===== src/rtl/numerator_request_arbiter.sv =====
// numerator_request_arbiter
// Front end of the clinic numerator. It synchronizes and edge-detects four raw
// push-buttons and holds each press as a pending request. A round-robin
// arbiter grants one pending request per cycle. Each grant is checked against
// a shadow occupancy count of its clinic: a legal grant becomes a single-cycle
// command (en, clinic, mode), and an illegal one is dropped with a reject pulse.
//
// Ports:
//   clk, rst_n        clock (rising edge), asynchronous active-low reset
//   btn_ticket0/1     raw patient ticket buttons for clinic 0/1
//   btn_call0/1       raw doctor call-next buttons for clinic 0/1
//   en                one-cycle command strobe
//   clinic            command target clinic, held while en=0
//   mode              1 = delete (call next), 0 = insert (ticket), held while en=0
//   reject            one-cycle pulse when a granted request was illegal
//   lost              one-cycle pulse when a press hit an already pending source
//   count0/1          shadow occupancy per clinic, 0..DEPTH
module numerator_request_arbiter #(
    parameter int DEPTH = 5
) (
    input  logic       clk,
    input  logic       rst_n,
    input  logic       btn_ticket0,
    input  logic       btn_ticket1,
    input  logic       btn_call0,
    input  logic       btn_call1,
    output logic       en,
    output logic       clinic,
    output logic       mode,
    output logic       reject,
    output logic       lost,
    output logic [3:0] count0,
    output logic [3:0] count1
);

    localparam logic [3:0] DEPTH_C = 4'(DEPTH);

    // Source index: bit 0 selects the clinic, bit 1 selects delete.
    logic [3:0] btn_raw;
    assign btn_raw = {btn_call1, btn_call0, btn_ticket1, btn_ticket0};

    logic [3:0]      s1_q, s2_q, s3_q;
    logic [3:0]      pend_q, pend_d;
    logic [1:0]      ptr_q, ptr_d;
    logic [1:0][3:0] cnt_q, cnt_d;
    logic            en_q, en_d;
    logic            clinic_q, clinic_d;
    logic            mode_q, mode_d;
    logic            reject_q, reject_d;
    logic            lost_q, lost_d;

    logic [3:0] press;
    logic       gnt_vld;
    logic [1:0] gnt_idx;
    logic [3:0] gnt_oh;
    logic       gnt_clinic;
    logic       gnt_del;
    logic [3:0] gnt_cnt;
    logic       legal;

    assign press = s2_q & ~s3_q;

    // Round-robin search. Walk from the farthest offset back to the pointer so
    // that the nearest pending source, starting at the pointer, wins.
    always_comb begin
        logic [1:0] idx;
        gnt_vld = 1'b0;
        gnt_idx = 2'd0;
        for (int k = 3; k >= 0; k--) begin
            idx = ptr_q + 2'(k);
            if (pend_q[idx]) begin
                gnt_vld = 1'b1;
                gnt_idx = idx;
            end
        end
    end

    assign gnt_clinic = gnt_idx[0];
    assign gnt_del    = gnt_idx[1];
    assign gnt_cnt    = cnt_q[gnt_clinic];
    assign legal      = gnt_del ? (gnt_cnt != 4'd0) : (gnt_cnt < DEPTH_C);
    assign gnt_oh     = gnt_vld ? (4'b0001 << gnt_idx) : 4'b0000;

    always_comb begin
        // A press on the source being granted this cycle re-arms its bit,
        // so it is kept rather than counted as lost.
        pend_d   = (pend_q & ~gnt_oh) | press;
        lost_d   = |(press & pend_q & ~gnt_oh);
        ptr_d    = gnt_vld ? gnt_idx + 2'd1 : ptr_q;
        en_d     = gnt_vld & legal;
        reject_d = gnt_vld & ~legal;
        clinic_d = clinic_q;
        mode_d   = mode_q;
        cnt_d    = cnt_q;
        if (gnt_vld && legal) begin
            clinic_d = gnt_clinic;
            mode_d   = gnt_del;
            cnt_d[gnt_clinic] = gnt_del ? gnt_cnt - 4'd1 : gnt_cnt + 4'd1;
        end
    end

    always_ff @(posedge clk or negedge rst_n) begin
        if (!rst_n) begin
            s1_q     <= '0;
            s2_q     <= '0;
            s3_q     <= '0;
            pend_q   <= '0;
            ptr_q    <= '0;
            cnt_q    <= '0;
            en_q     <= 1'b0;
            clinic_q <= 1'b0;
            mode_q   <= 1'b0;
            reject_q <= 1'b0;
            lost_q   <= 1'b0;
        end else begin
            s1_q     <= btn_raw;
            s2_q     <= s1_q;
            s3_q     <= s2_q;
            pend_q   <= pend_d;
            ptr_q    <= ptr_d;
            cnt_q    <= cnt_d;
            en_q     <= en_d;
            clinic_q <= clinic_d;
            mode_q   <= mode_d;
            reject_q <= reject_d;
            lost_q   <= lost_d;
        end
    end

    assign en     = en_q;
    assign clinic = clinic_q;
    assign mode   = mode_q;
    assign reject = reject_q;
    assign lost   = lost_q;
    assign count0 = cnt_q[0];
    assign count1 = cnt_q[1];

endmodule


===== config.mk =====
export PLATFORM = sky130hd
export DESIGN_NAME = numerator_request_arbiter
export DESIGN_NICKNAME = d
export VERILOG_FILES = /design/src/rtl/numerator_request_arbiter.sv
export SDC_FILE = /design/constraint.sdc
export NUM_CORES = 1
export LEC_CHECK = 0
export BUFFER_PORTS_ARGS = -buffer_cell sky130_fd_sc_hd__buf_2
export CAP_MARGIN = 30
export CORE_ASPECT_RATIO = 0.5
export CORE_MARGIN = 5
export CORE_UTILIZATION = 45
export CTS_BUF_LIST = sky130_fd_sc_hd__clkbuf_4
export DETAILED_ROUTE_END_ITERATION = 8
export PLACE_DENSITY = 0.72
export SYNTH_ARGS = -nofsm -noshare
export SYNTH_HDL_FRONTEND = slang
export SYNTH_SLANG_ARGS = --single-unit

===== constraint.sdc =====
create_clock -name clk -period 3.3 [get_ports clk]
set_input_delay 0 -clock clk [delete_from_list [all_inputs] [get_ports clk]]
set_output_delay 0 -clock clk [all_outputs]
set_load 0.005 [all_outputs]

Word-level counts from Yosys, hierarchy flattened
Index checks and enable logic that the tools add are counted.

storage, ports and cells
  flip-flop bits (word level) = 31
  latch bits = 0
  bits in writable memories = 0
  bits in read-only memories = 0
  output and inout port bits = 13
  logic and storage cells = 64
  memories kept = 0

operators by class
  $add $sub $neg = 6
  $mul = 0
  divide/modulo/power cells = 0
  magnitude comparators = 7
  equal/unequal tests = 0
  shift-type cells = 1
  muxes and demuxes = 24
  bitwise logic cells = 10
  reductions and logical operators = 4

operators with widths
  kind                   number
  $mux W4                5
  $and A4 B4 Y4          4
  $lt A2 B3 Y1 const B   4
  $mux W1                9
  $bmux W1 S2            4
  $bwmux W8              1
  $mux W2                4
  $not A4 Y4             2
  $add A2 B1 Y2 const B  2
  $add A2 B2 Y2 const B  2
  $add A4 B1 Y4 const B  1
  $demux W4 S1           1
  $lt A4 B3 Y1 const B   1
  $or A4 B4 Y4           1
  $reduce_bool A4 Y1     1
  $reduce_or A4 Y1       1
  $shl A1 B2 Y4 const A  1
  $sub A4 B1 Y4 const B  1
  $and A1 B1 Y1          2
  $logic_and A1 B1 Y1    2
  $lt A1 B2 Y1 const B   1
  $ge A1 B1 Y1 const B   1
  $not A1 Y1             1

Longest topological paths before layout
Gate-level depths: netlist (run 1).

  word-level depth = 13
  mapped depth = 13

Least setup slack after synthesis (run 1)
No wires, ideal clock.

  path type = flip-flop to flip-flop
  from = reg ptr_q[1]
  to = reg cnt_q (netlist bit count1[3])
  setup time = 0.130 ns
  arrival = 2.632 ns
  required time = 3.170 ns
  path slack = 0.538 ns
  cell stages (with the launch flop) = 14
  path buffers = 2
  clock period less this slack = 2.762 ns
  path through = dfrtp_1 -> buf_4 -> nand2b_1 -> a21o_1 -> and2_1 -> buf_2 -> nand2_1 -> nand2_1 -> ha_1 -> and3_1 -> and3_1 -> or3_4 -> a211oi_1 -> nor3b_2

on the way
  longest elaborated chain between the ends = 12

RTL lines
  what                                                                  line    RTL
  start: declaration                                                    44      logic [1:0] ptr_q, ptr_d;
  start signal: assignment                                              120     ptr_q <= ptr_d;
  $add A2 B2 Y2                                                         70      idx = ptr_q + 2'(k);
  $bmux W1 S2                                                           71      if (pend_q[idx]) begin
  $mux W1 (not written as such)                                         71
  $mux W2 (3 in series)                                                 71
  $mux W2 (*)                                                           71
  named net gnt_idx[0]                                                  54      logic [1:0] gnt_idx;
  $mux W4 (not written as such), or another cell as far along           80      assign gnt_cnt = cnt_q[gnt_clinic];
  $mux W4 (not written as such) or $logic_and A1 B1 Y1 (tied branches)  80, 98
  $add A4 B1 Y4, or another cell as far along                           98      cnt_d[gnt_clinic] = gnt_del ? gnt_cnt - 4'd1 : gnt_cnt + 4'd1;
  $mux W4, or another cell as far along                                 98
  $bwmux W8 or $logic_and A1 B1 Y1 (tied branches)                      98, 95
  end signal: assignment                                                121     cnt_q <= cnt_d;
  end: declaration                                                      45      logic [1:0][3:0] cnt_q, cnt_d;

The timed path passes the listed nets; every way through them passes the cells marked *. The select of a mux whose other input is x is not followed.
A chain may end at the register's enable or synchronous reset.

Final worst setup path (run 1)
  from = reg ptr_q[1]
  to = reg cnt_q (netlist bit count1[3])

on the way
  longest elaborated chain between the ends = 12

RTL lines
  what                                                                  line
  $add A2 B2 Y2                                                         70
  $bmux W1 S2                                                           71
  $mux W1 (not written as such)                                         71
  $mux W2 (4 in series)                                                 71
  $mux W4 (not written as such), or another cell as far along           80
  $mux W4 (not written as such) or $logic_and A1 B1 Y1 (tied branches)  80, 98
  $add A4 B1 Y4, or another cell as far along                           98
  $mux W4, or another cell as far along                                 98
  $bwmux W8 or $logic_and A1 B1 Y1 (tied branches)                      98, 95

Several ways; a longest one is shown, not always the timed one. The select of a mux whose other input is x is not followed.

==> metrics.md, run 1 <==
| Metric | Value |
|---|---|
| Run status | `finished, final reports clean` |
| Post-CTS repair timing setup buffer count | `0` |
| Post-route cell area | `1830 µm²` |
| Unrepaired setup endpoints after global routing | `false` |
| Cell row count | `15` |
| First-pass GRT wire length | `5450 µm` |
| Total Negative Setup Slacks | `0 ns` |
| Fill cells | `295` |
| Die outline height | `51.7 µm` |
| Proportion of layout cells with a drive suffix above 1 | `21.7%` |
| Crit Reg-Reg Startpoint | `ptr_q[1]$_DFFE_PN0N_` |
| Commonest cells in the netlist | `sky130_fd_sc_hd__dfrtp_1, sky130_fd_sc_hd__nand2_1, sky130_fd_sc_hd__nand2b_1` |
| Fraction of registers with async set or reset after synthesis | `100%` |
| DR WL met3 | `117 µm` |
| Syn Inst Count | `144` |
| Prevailing post-synth register cell | `sky130_fd_sc_hd__dfrtp_1` |
| Headroom to the max-slew limit | `55.1%` |
| Terminus of the critical flop-to-flop path | `count1[3]$_DFFE_PN0P_` |
| Area contributors post-synth | `sky130_fd_sc_hd__dfrtp_1, sky130_fd_sc_hd__ha_1, sky130_fd_sc_hd__nand2b_1` |
| Number of antenna cells inserted | `0` |
| Total Die Area | `4840 µm²` |
| Overall die width | `93.5 µm` |
| Setup Crit Path Kind | `register to register` |
| Avg Vias per Cell | `5.07` |
| Leading area contributor after synthesis | `sky130_fd_sc_hd__dfrtp_1` |
| CTS tree | `built` |
| Met1 wire length | `1530 µm` |
| Fraction of post-synthesis cell area in the top cell type by area | `49.5%` |
| Cells on worst reg2reg path | `12` |
| 1st-pass router iterations | `4` |
| Estimated wirelength of the detail-placed design | `2190 µm` |
| Clock Tree Buf Depth | `2` |
| YS warnings | `0` |
| Global router's overall resource usage | `15.0%` |
| Number of distinct library cell variants in the gate-level netlist after synthesis | `38` |
| Data required, critical path | `3.52 ns` |
| Critical path cell sequence | `mux2i_1, a2bb2oi_2, and2_1, inv_2, nand2_1, nand2_1, ha_1, and3_1, and3_1, or3_4, a211oi_1, nor3b_2` |
| Maximum net fanout on the critical path | `8` |
| Number of buffers added by the clock tree synthesis step | `5` |
| Final cell utilization of the core | `53.8%` |
| Slowest stage delay, CP | `0.49 ns` |
| Share of synthesized area occupied by flip-flops and latches | `49.5%` |
| Global-route congestion overflow total | `0` |
| Routed length per placed instance | `13.5 µm` |
| Global placer's final weighted congestion | `0.899` |
| Routed vias | `1145` |
| DR top layer | `met4` |
| Met2 routed WL | `1350 µm` |
| Synth-to-layout area growth | `16.5%` |
| Number of synthesized flops with an enable pin | `0` |
| Insertion delay of the later-clocked pin in the worst-skew pair | `0.33 ns` |
| Post-layout min period | `2.86 ns` |
| Library cell with the highest instance count after synthesis | `sky130_fd_sc_hd__dfrtp_1` |
| Post-synth net total | `157` |
| Root buffer cell | `sky130_fd_sc_hd__clkbuf_4` |
| Arrival time at the worst endpoint | `3.09 ns` |
| Antenna Nets Post-Route | `0` |
| Clock transition at the register clock pins on the worst setup and hold paths after CTS | `0.10 ns` |
| Initial antenna violation count | `0` |
| Critical Path Slowest Stage Cell | `sky130_fd_sc_hd__dfrtp_1` |
| DRC errors left | `0` |
| Hold violation count in the final report | `0` |
| Critical path buffer and inverter count | `1` |
| Crit share post-route | `86.7%` |
| Peak Freq | `349 MHz` |
| Final-report setup violation count | `0` |
| Vias in the first global route | `1143` |
| Maximum number of pins on one net before global-route repair | `32` |
| Final-stage net count | `187` |
| Placed cell area | `1720 µm²` |
| Kind of launch point of the worst setup path | `register` |
| FF+latch area | `776 µm²` |
| Seq cells post-synth | `31` |
| Final max-slew violation count | `0` |
| Setup skew after layout | `0.00860 ns` |
| Category of cells accounting for the largest share of critical-path delay | `simple AND/OR/NAND/NOR gates` |
| Placeable core area | `3400 µm²` |
| Worst-Margin Slew | `0.673 ns` |
| Type of the tightest min-delay check | `input port to asynchronous set/reset pin` |
| H-Tree Level Count | `2` |
| Number of max-cap violations | `0` |
| Port Buffer Count | `18` |
| Worst setup EP type | `register` |
| Clock tree sinks | `31` |
| Post-synthesis instance area | `1570 µm²` |
| Starting DRC count in detailed routing | `39` |
| Mean post-synth cell area | `10.9 µm²` |
| Footprint of the multi-input gates | `757 µm²` |
| Effective utilization at floorplan | `46.2%` |
| IO Pins | `19` |
| Worst-case register-to-register setup slack | `0.44 ns` |
| Final WL | `3060 µm` |
==> metrics by stage <==
step	setup WS (ns)	instances	hold WS, ns
floorplan	0.538	144	-0.296
detailed placement	0.443	213	0.0792
global route	0.229	226	0.294
global placement	0.527	213	0.0651
finish	0.438	226	0.227
CTS	0.427	226	0.241
==> layer usage <==
layer | vias to the layer above | global-route usage [%]
met1 | 541 | 19.8
met4 | 0 | 8.03
li1 | 568 | -
met5 | - | 0
met3 | 7 | 4.34
met2 | 29 | 22.4
==> sequential cells by signal (all words and copies together), names as in the netlist <==
signal,flops
s2_q,4
reject,1
lost,1
clinic,1
s1_q,4
count0,4
ptr_q,2
mode,1
s3_q,4
count1,4
en,1
pend_q,4
==> how the worst max path moves through the flow <==
stage	cells past startpoint	slack, ns	start	to
detailed placement	12	0.44	ptr_q[1]$_DFFE_PN0N_	count1[3]$_DFFE_PN0P_
CTS	12	0.43	ptr_q[1]$_DFFE_PN0N_	count1[3]$_DFFE_PN0P_
global placement	12	0.53	ptr_q[1]$_DFFE_PN0N_	count1[3]$_DFFE_PN0P_
global route	12	0.23	ptr_q[1]$_DFFE_PN0N_	count1[3]$_DFFE_PN0P_
finish	12	0.44	ptr_q[1]$_DFFE_PN0N_	count1[3]$_DFFE_PN0P_
floorplan	13	0.54	ptr_q[1]$_DFFE_PN0N_	count1[3]$_DFFE_PN0P_
==> cells in the final DEF, fill, tap and decap left out, types with 2 or more instances in the layout <==
master,n
sky130_fd_sc_hd__dfrtp_1,31
sky130_fd_sc_hd__buf_2,18
sky130_fd_sc_hd__nand2_1,14
sky130_fd_sc_hd__nand2b_1,12
sky130_fd_sc_hd__nor2_1,11
sky130_fd_sc_hd__mux2i_1,7
sky130_fd_sc_hd__o21ai_0,7
sky130_fd_sc_hd__o22ai_1,6
sky130_fd_sc_hd__ha_1,6
sky130_fd_sc_hd__clkbuf_4,6
sky130_fd_sc_hd__dlygate4sd3_1,5
sky130_fd_sc_hd__inv_1,4
sky130_fd_sc_hd__nor3_1,4
sky130_fd_sc_hd__mux2_1,4
sky130_fd_sc_hd__o21bai_1,3
sky130_fd_sc_hd__a21oi_1,3
sky130_fd_sc_hd__xnor2_1,3
sky130_fd_sc_hd__a21o_1,2
sky130_fd_sc_hd__inv_2,2
sky130_fd_sc_hd__nor3b_2,2
sky130_fd_sc_hd__nand3_1,2
sky130_fd_sc_hd__and3_1,2
sky130_fd_sc_hd__clkinv_1,2
sky130_fd_sc_hd__buf_4,2
==> worst register-to-register path, stage by stage, from the launching register on <==
cell and delay, ns:
sky130_fd_sc_hd__dfrtp_1 0.49, sky130_fd_sc_hd__mux2i_1 0.17, sky130_fd_sc_hd__a2bb2oi_2 0.20, sky130_fd_sc_hd__and2_1 0.28
sky130_fd_sc_hd__inv_2 0.06, sky130_fd_sc_hd__nand2_1 0.06, sky130_fd_sc_hd__nand2_1 0.06, sky130_fd_sc_hd__ha_1 0.33
sky130_fd_sc_hd__and3_1 0.20, sky130_fd_sc_hd__and3_1 0.17, sky130_fd_sc_hd__or3_4 0.39, sky130_fd_sc_hd__a211oi_1 0.29
sky130_fd_sc_hd__nor3b_2 0.08
==> kinds of logic after synthesis <==
kind of cell,count (synthesis),synth area share (%)
muxes,11,7.34
AOI/OAI and AO/OA,31,15.0
DFF,31,49.5
adders and majority gates,7,6.07
buffers and inverters,8,2.23
and+or+nand+nor,53,18.2
xor gates and xnor gates,3,1.68
==> final cells by class <==
class / count / area share (%)
Clock buffer: 6 / 2.47
Sequential cell: 31 / 42.5
Inverter: 6 / 1.23
Clock inverter: 2 / 0.411
Multi-Input combinational cell: 105 / 41.4
Tap cell: 51 / 3.49
Timing Repair Buffer: 25 / 8.49
==> timing repair <==
action,4_1_cts,5_1_grt
hold buffers,5,0
endpoints found under the hold margin,35,0
resized for setup,0,0
Power of run 1 is not shown: default switching activity piles up to over one toggle a cycle in this logic, so the estimate is an artifact.
==> inputs of run 2 (changes only) <==
--- a/config.mk
+++ b/config.mk
@@ -9,10 +9,10 @@
 export CAP_MARGIN = 30
 export CORE_ASPECT_RATIO = 0.5
 export CORE_MARGIN = 5
-export CORE_UTILIZATION = 45
+export CORE_UTILIZATION = 59
 export CTS_BUF_LIST = sky130_fd_sc_hd__clkbuf_4
 export DETAILED_ROUTE_END_ITERATION = 8
-export PLACE_DENSITY = 0.72
+export PLACE_DENSITY = 0.89
 export SYNTH_ARGS = -nofsm -noshare
 export SYNTH_HDL_FRONTEND = slang
 export SYNTH_SLANG_ARGS = --single-unit
==> run 2 against run 1 <==
Sequential share of layout area up 0.47 points. Clock skew up 0.010 ns. Core utilization up 17 points. Critical endpoint unchanged. Highest routed layer unchanged.
==> metrics.md, run 2 (synthesized netlist as in run 1, its figures left out) <==
| Metric | Value |
|---|---|
| Port Buffer Count | `18 (unchanged)` |
| Hold violation count in the final report | `0 (unchanged)` |
| Maximum net fanout on the critical path | `12 (+4)` |
| Worst-case register-to-register setup slack | `0.25 ns (-0.19 ns)` |
| Final max-slew violation count | `0 (unchanged)` |
| 1st-pass router iterations | `4 (unchanged)` |
| Maximum number of pins on one net before global-route repair | `32 (unchanged)` |
| Cell row count | `13 (-2)` |
| Placeable core area | `2570 µm² (-24%)` |
| Post-layout min period | `3.05 ns (+0.186 ns)` |
| Critical path capture point | `count1[3]$_DFFE_PN0P_` |
| Final-stage net count | `186 (-0.53%)` |
| Routed length per placed instance | `15.3 µm (+13%)` |
| Starting DRC count in detailed routing | `106 (+170%)` |
| Setup Crit Path Kind | `register to register` |
| Count of cells resized by post-cts repair | `0 (unchanged)` |
| Run status | `finished, final reports clean` |
| Number of buffers added by the clock tree synthesis step | `5 (unchanged)` |
| Top library cells by usage in the layout, fill and taps aside | `sky130_fd_sc_hd__dfrtp_1, sky130_fd_sc_hd__buf_2, sky130_fd_sc_hd__nand2_1, sky130_fd_sc_hd__nand2b_1, sky130_fd_sc_hd__nor2_1` |
| DRC errors left | `0 (unchanged)` |
| Global placer's final weighted congestion | `0.866 (-3.6%)` |
| Global router's overall resource usage | `19.5% (+4.5 points)` |
| Type of the tightest min-delay check | `input port to asynchronous set/reset pin` |
| Crit Reg-Reg Startpoint | `ptr_q[1]$_DFFE_PN0N_` |
| Root buffer cell | `sky130_fd_sc_hd__clkbuf_4` |
| Total Negative Setup Slacks | `0 ns (unchanged)` |
| Global-route congestion overflow total | `0 (unchanged)` |
| Hold buffer count at CTS | `5 (unchanged)` |
| Clock Tree Buf Depth | `2 (unchanged)` |
| Routed vias | `1206 (+5.3%)` |
| Vias in the first global route | `1171 (+2.4%)` |
| Total Die Area | `3850 µm² (-20%)` |
| Final WL | `3230 µm (+5.5%)` |
| Insertion delay of the later-clocked pin in the worst-skew pair | `0.34 ns (about the same)` |
| Number of max-cap violations | `0 (unchanged)` |
| Final-report setup violation count | `0 (unchanged)` |
| Headroom to the max-slew limit | `54.6% (-0.47 points)` |
| Unrepaired setup endpoints after global routing | `false` |
| Most common library cell in the layout ignoring fill and taps | `sky130_fd_sc_hd__dfrtp_1` |
| Terminus of the critical flop-to-flop path | `count1[3]$_DFFE_PN0P_` |
| Avg Vias per Cell | `5.72 (+13%)` |
| Estimated wirelength of the detail-placed design | `2260 µm (+3.0%)` |
| Peak Freq | `328 MHz (-6.1%)` |
| Synth-to-layout area growth | `15.2%` |
| Worst-Margin Slew | `0.680 ns (+0.00699 ns)` |
| Clock transition at the register clock pins on the worst setup and hold paths after CTS | `0.11 ns (about the same)` |
| Arrival time at the worst endpoint | `3.26 ns (+0.17 ns)` |
| Worst setup EP type | `register` |
| Kind of launch point of the worst setup path | `register` |
| Data required, critical path | `3.51 ns (about the same)` |
| First-pass GRT wire length | `5640 µm (+3.5%)` |
| CTS tree | `built` |
| IO Pins | `19 (unchanged)` |
| Critical path origin | `ptr_q[1]$_DFFE_PN0N_` |
| Setup skew after layout | `0.0186 ns (+0.0100 ns)` |
| Effective utilization at floorplan | `61.0% (+15 points)` |
| Post-CTS repair timing setup buffer count | `0 (unchanged)` |
| Crit share post-route | `92.4% (+5.6 points)` |
| Proportion of layout cells with a drive suffix above 1 | `22.4% (+0.70 points)` |
| Cells on worst reg2reg path | `12 (unchanged)` |
| Die outline height | `46.5 µm (-10%)` |
| H-Tree Level Count | `2 (unchanged)` |
| Antenna Nets Post-Route | `0 (unchanged)` |
| Overall die width | `82.9 µm (-11%)` |
| Clock tree sinks | `31 (unchanged)` |
| Number of antenna cells inserted | `0 (unchanged)` |
| Initial antenna violation count | `0 (unchanged)` |
==> run 2: cell count changes in the layout (fill, tap and decap cells not counted), sizes merged <==
cell      delta
clkinvlp     +1
clkinv       -1
buf          -1
==> run 2: per-layer routing <==
layer	GRT usage (%)	vias to the layer above	share of wire, %
li1	-	566	-
met1	25.0	578	46
met2	30.7	49	46
met3	7.32	13	6.8
met4	7.49	0	1.8
met5	0	-	0
==> run 2: per-stage QoR <==
step           instance area [µm²]  utilization [%]  setup slack [ns]  hold slack, ns  std cells
4_1_cts                       1810             70.3             0.271           0.237        211
5_1_grt                       1810             70.3            0.0713           0.258        211
6_report                      1810             70.3             0.252           0.211        211
2_1_floorplan                 1570                -             0.538          -0.296        144
3_5_place_dp                  1700             66.1             0.251          0.0679        198
3_3_place_gp                  1700             66.1             0.402          0.0525        198
==> run 2: layout make-up <==
cell class              instances  area, µm²
flip-flops and latches         31        776
fillers                       196        763
multi-input cells             105        757
repair buffers                 24        148
well taps                      37       46.3
clock buffers                   6       45.0
inverters                       6       22.5
clock inverters                 2       12.5
==> run 2: worst min-delay path by stage <==
| stage | from | to | slack [ns] |
|---|---|---|---|
| floorplan | rst_n | clinic$_DFFE_PN0P_ | -0.30 |
| global placement | rst_n | count0[2]$_DFFE_PN0P_ | 0.05 |
| detailed placement | rst_n | count0[2]$_DFFE_PN0P_ | 0.07 |
| CTS | rst_n | count0[0]$_DFFE_PN0P_ | 0.24 |
| global route | rst_n | count0[2]$_DFFE_PN0P_ | 0.26 |
| finish | rst_n | count0[0]$_DFFE_PN0P_ | 0.21 |
==> run 2: critical path, cell delays in order (launching register included) <==
cell and delay, ns:
sky130_fd_sc_hd__dfrtp_1 0.52, sky130_fd_sc_hd__mux2i_1 0.14, sky130_fd_sc_hd__a2bb2oi_2 0.19, sky130_fd_sc_hd__and2_1 0.43, sky130_fd_sc_hd__inv_2 0.07, sky130_fd_sc_hd__nand2_1 0.07
sky130_fd_sc_hd__nand2_1 0.05, sky130_fd_sc_hd__ha_1 0.33, sky130_fd_sc_hd__and3_1 0.21, sky130_fd_sc_hd__and3_1 0.17, sky130_fd_sc_hd__or3_4 0.38, sky130_fd_sc_hd__a211oi_1 0.28
sky130_fd_sc_hd__nor3b_2 0.08
Power of run 2 is left out for the same reason.
==> inputs of run 3 (changes only) <==
--- a/config.mk
+++ b/config.mk
@@ -5,14 +5,15 @@
 export SDC_FILE = /design/constraint.sdc
 export NUM_CORES = 1
 export LEC_CHECK = 0
+export ABC_AREA = 1
 export BUFFER_PORTS_ARGS = -buffer_cell sky130_fd_sc_hd__buf_2
 export CAP_MARGIN = 30
 export CORE_ASPECT_RATIO = 0.5
 export CORE_MARGIN = 5
-export CORE_UTILIZATION = 59
+export CORE_UTILIZATION = 60
 export CTS_BUF_LIST = sky130_fd_sc_hd__clkbuf_4
 export DETAILED_ROUTE_END_ITERATION = 8
-export PLACE_DENSITY = 0.89
+export PLACE_DENSITY = 0.9
 export SYNTH_ARGS = -nofsm -noshare
 export SYNTH_HDL_FRONTEND = slang
 export SYNTH_SLANG_ARGS = --single-unit
==> run 3 against run 2 <==
Wire length rose by 8.0%. Cell count rose by 20%. Setup slack improved by 0.48 ns. Synthesized cell count grew 30%. Highest routed layer unchanged.
==> metrics.md, run 3 <==
| Metric | Value |
|---|---|
| Placeable core area | `2620 µm² (+1.9%)` |
| YS warnings | `0 (unchanged)` |
| Footprint of the multi-input gates | `768 µm² (+1.5%)` |
| Synth-to-layout area growth | `13.3%` |
| Crit share post-route | `77.8% (-15 points)` |
| Clock Tree Buf Depth | `2 (unchanged)` |
| FF+latch area | `776 µm² (unchanged)` |
| Library cell with the highest instance count after synthesis | `sky130_fd_sc_hd__nand2_1` |
| Initial antenna violation count | `0 (unchanged)` |
| Avg Vias per Cell | `5.24 (-8.3%)` |
| Most common library cell in the layout ignoring fill and taps | `sky130_fd_sc_hd__nand2_1` |
| Critical Path Slowest Stage Cell | `sky130_fd_sc_hd__dfrtp_1` |
| Number of buffers added by the clock tree synthesis step | `5 (unchanged)` |
| Fill cells | `184 (-6.1%)` |
| Arrival time at the worst endpoint | `2.80 ns (-0.46 ns)` |
| Fraction of registers with async set or reset after synthesis | `100% (unchanged)` |
| Critical path cell sequence | `inv_6, nand2_1, nand2_1, nand2_2, nand3_1, o21ai_1, nand2_1, nand2_2, inv_2, ha_1, nand2_1, inv_1, nand2_1, nand2_1, inv_1, nand2_1, nand2_1, nand4_1, nand2_1` |
| Final cell utilization of the core | `72.0% (+1.7 points)` |
| Terminus of the critical flop-to-flop path | `count1[3]$_DFFE_PN0P_` |
| Final-stage net count | `228 (+23%)` |
| Slowest stage delay, CP | `0.63 ns (+0.11 ns)` |
| Prevailing post-synth register cell | `sky130_fd_sc_hd__dfrtp_1` |
| Run status | `finished, final reports clean` |
| Overall die width | `84.5 µm (+1.9%)` |
| First-pass GRT wire length | `6290 µm (+11%)` |
| Clock transition at the register clock pins on the worst setup and hold paths after CTS | `0.09 ns (-0.02 ns)` |
| Critical Path Stages | `19 (+7)` |
| Syn Inst Count | `187 (+30%)` |
| Category of cells accounting for the largest share of critical-path delay | `simple AND/OR/NAND/NOR gates` |
| Number of antenna cells inserted | `0 (unchanged)` |
| Proportion of layout cells with a drive suffix above 1 | `25.5% (+3.0 points)` |
| Seq cells post-synth | `31 (unchanged)` |
| Setup skew after layout | `0.00449 ns (-0.0141 ns)` |
| Post-synthesis instance area | `1670 µm² (+6.2%)` |
| Port Buffer Count | `18 (unchanged)` |
| Data required, critical path | `3.53 ns (+0.02 ns)` |
| Crit Reg-Reg Startpoint | `ptr_q[0]$_DFFE_PN0N_` |
| Critical path origin | `ptr_q[0]$_DFFE_PN0N_` |
| Share of synthesized area occupied by flip-flops and latches | `46.6% (-2.9 points)` |
| Post-layout min period | `2.57 ns (-0.482 ns)` |
| Global placer's final weighted congestion | `0.915 (+5.7%)` |
| Global-route congestion overflow total | `0 (unchanged)` |
| Worst setup EP type | `register` |
| Cell row count | `13 (unchanged)` |
| Mean post-synth cell area | `8.91 µm² (-18%)` |
| DRC errors left | `0 (unchanged)` |
| CTS tree | `built` |
| Setup Crit Path Kind | `register to register` |
| Cells on worst reg2reg path | `19 (+7)` |
| Fraction of post-synthesis cell area in the top cell type by area | `46.6% (-2.9 points)` |
| Area contributors post-synth | `sky130_fd_sc_hd__dfrtp_1, sky130_fd_sc_hd__nand2_1, sky130_fd_sc_hd__ha_1` |
| Final WL | `3490 µm (+8.0%)` |
| Unrepaired setup endpoints after global routing | `false` |
| H-Tree Level Count | `2 (unchanged)` |
| Final max-slew violation count | `0 (unchanged)` |
| Routed vias | `1326 (+10%)` |
| Top library cells by usage in the layout, fill and taps aside | `sky130_fd_sc_hd__nand2_1, sky130_fd_sc_hd__dfrtp_1, sky130_fd_sc_hd__buf_2, sky130_fd_sc_hd__inv_1, sky130_fd_sc_hd__nand2_2` |
| Commonest cells in the netlist | `sky130_fd_sc_hd__nand2_1, sky130_fd_sc_hd__dfrtp_1, sky130_fd_sc_hd__inv_1` |
| Headroom to the max-slew limit | `52.7% (-2.0 points)` |
| Maximum number of pins on one net before global-route repair | `32 (unchanged)` |
| Kind of launch point of the worst setup path | `register` |
| Number of synthesized flops with an enable pin | `0 (unchanged)` |
| Clock tree sinks | `31 (unchanged)` |
| Number of distinct library cell variants in the gate-level netlist after synthesis | `26 (-32%)` |
| Total Negative Setup Slacks | `0 ns (unchanged)` |
| Estimated wirelength of the detail-placed design | `2470 µm (+9.3%)` |
| Type of the tightest min-delay check | `input port to asynchronous set/reset pin` |
| Die outline height | `47.3 µm (+1.7%)` |
| Total Die Area | `3990 µm² (+3.7%)` |
| Number of max-cap violations | `0 (unchanged)` |
| Count of cells resized by post-cts repair | `0 (unchanged)` |
| Insertion delay of the later-clocked pin in the worst-skew pair | `0.33 ns (about the same)` |
| Global router's overall resource usage | `21.1% (+1.6 points)` |
| Starting DRC count in detailed routing | `73 (-31%)` |
| Final-report setup violation count | `0 (unchanged)` |
| Worst-case register-to-register setup slack | `0.73 ns (+0.48 ns)` |
| Root buffer cell | `sky130_fd_sc_hd__clkbuf_4` |
| Post-synth net total | `200 (+27%)` |
| Routed length per placed instance | `13.8 µm (-10%)` |
| Leading area contributor after synthesis | `sky130_fd_sc_hd__dfrtp_1` |
| Antenna Nets Post-Route | `0 (unchanged)` |
| Vias in the first global route | `1367 (+17%)` |
| Hold violation count in the final report | `0 (unchanged)` |
| Maximum net fanout on the critical path | `10 (-2)` |
| Most frequent cell on the critical path | `sky130_fd_sc_hd__nand2_1` |
| Critical path buffer and inverter count | `4 (+3)` |
| IO Pins | `19 (unchanged)` |
| Worst-Margin Slew | `0.703 ns (+0.0228 ns)` |
| 1st-pass router iterations | `4 (unchanged)` |
| Peak Freq | `390 MHz (+19%)` |
| Critical path capture point | `count1[3]$_DFFE_PN0P_` |
| Effective utilization at floorplan | `63.6% (+2.6 points)` |
## run 3: area by class of cell
cell class,instances,area share (%)
Sequential cell,31,41.1
Timing Repair Buffer,23,7.43
Inverter,25,5.24
Clock buffer,7,2.79
Tap cell,37,2.45
Multi-Input combinational cell,129,40.7
Clock inverter,1,0.265
## run 3: metal layers
layer	GRT usage (%)	up-vias	wire, µm
li1	-	651	-
met1	24.9	621	1580
met2	36.2	45	1600
met3	7.01	9	244
met4	10.4	0	59
met5	0	-	0
## run 3: per-stage QoR
| step | hold slack (ns) | cells | setup slack (ns) | instance area [µm²] |
|---|---|---|---|---|
| floorplan | -0.296 | 187 | 1.20 | 1670 |
| global placement | 0.0597 | 240 | 0.858 | 1780 |
| detailed placement | 0.0730 | 240 | 0.782 | 1780 |
| CTS | 0.247 | 253 | 0.761 | 1890 |
| global route | 0.301 | 253 | 0.433 | 1890 |
| finish | 0.246 | 253 | 0.734 | 1890 |
## run 3: cell families after synthesis
group	count (synthesis)	synth area share, %
fa+ha+maj	7	5.71
compound gates	13	5.03
flops	31	46.6
buf+inv	27	7.29
simple gates	107	33.9
xor+xnor	2	1.50
## run 3: timing repair
item,4_1_cts,5_1_grt
hold buffers,5,0
buffers inserted,0,0
endpoints found under the hold margin,35,0
setup endpoints to repair,0,0
## run 3: worst min-delay path by stage
stage / from / to / slack [ns]
after floorplan: rst_n / clinic$_DFFE_PN0P_ / -0.30
after global placement: rst_n / count1[1]$_DFFE_PN0P_ / 0.06
after detailed placement: rst_n / count1[1]$_DFFE_PN0P_ / 0.07
after CTS: rst_n / ptr_q[0]$_DFFE_PN0N_ / 0.25
after global routing: btn_call0 / s1_q[2]$_DFF_PN0_ / 0.30
final: rst_n / count0[2]$_DFFE_PN0P_ / 0.25
Power of run 3 is left out for the same reason.
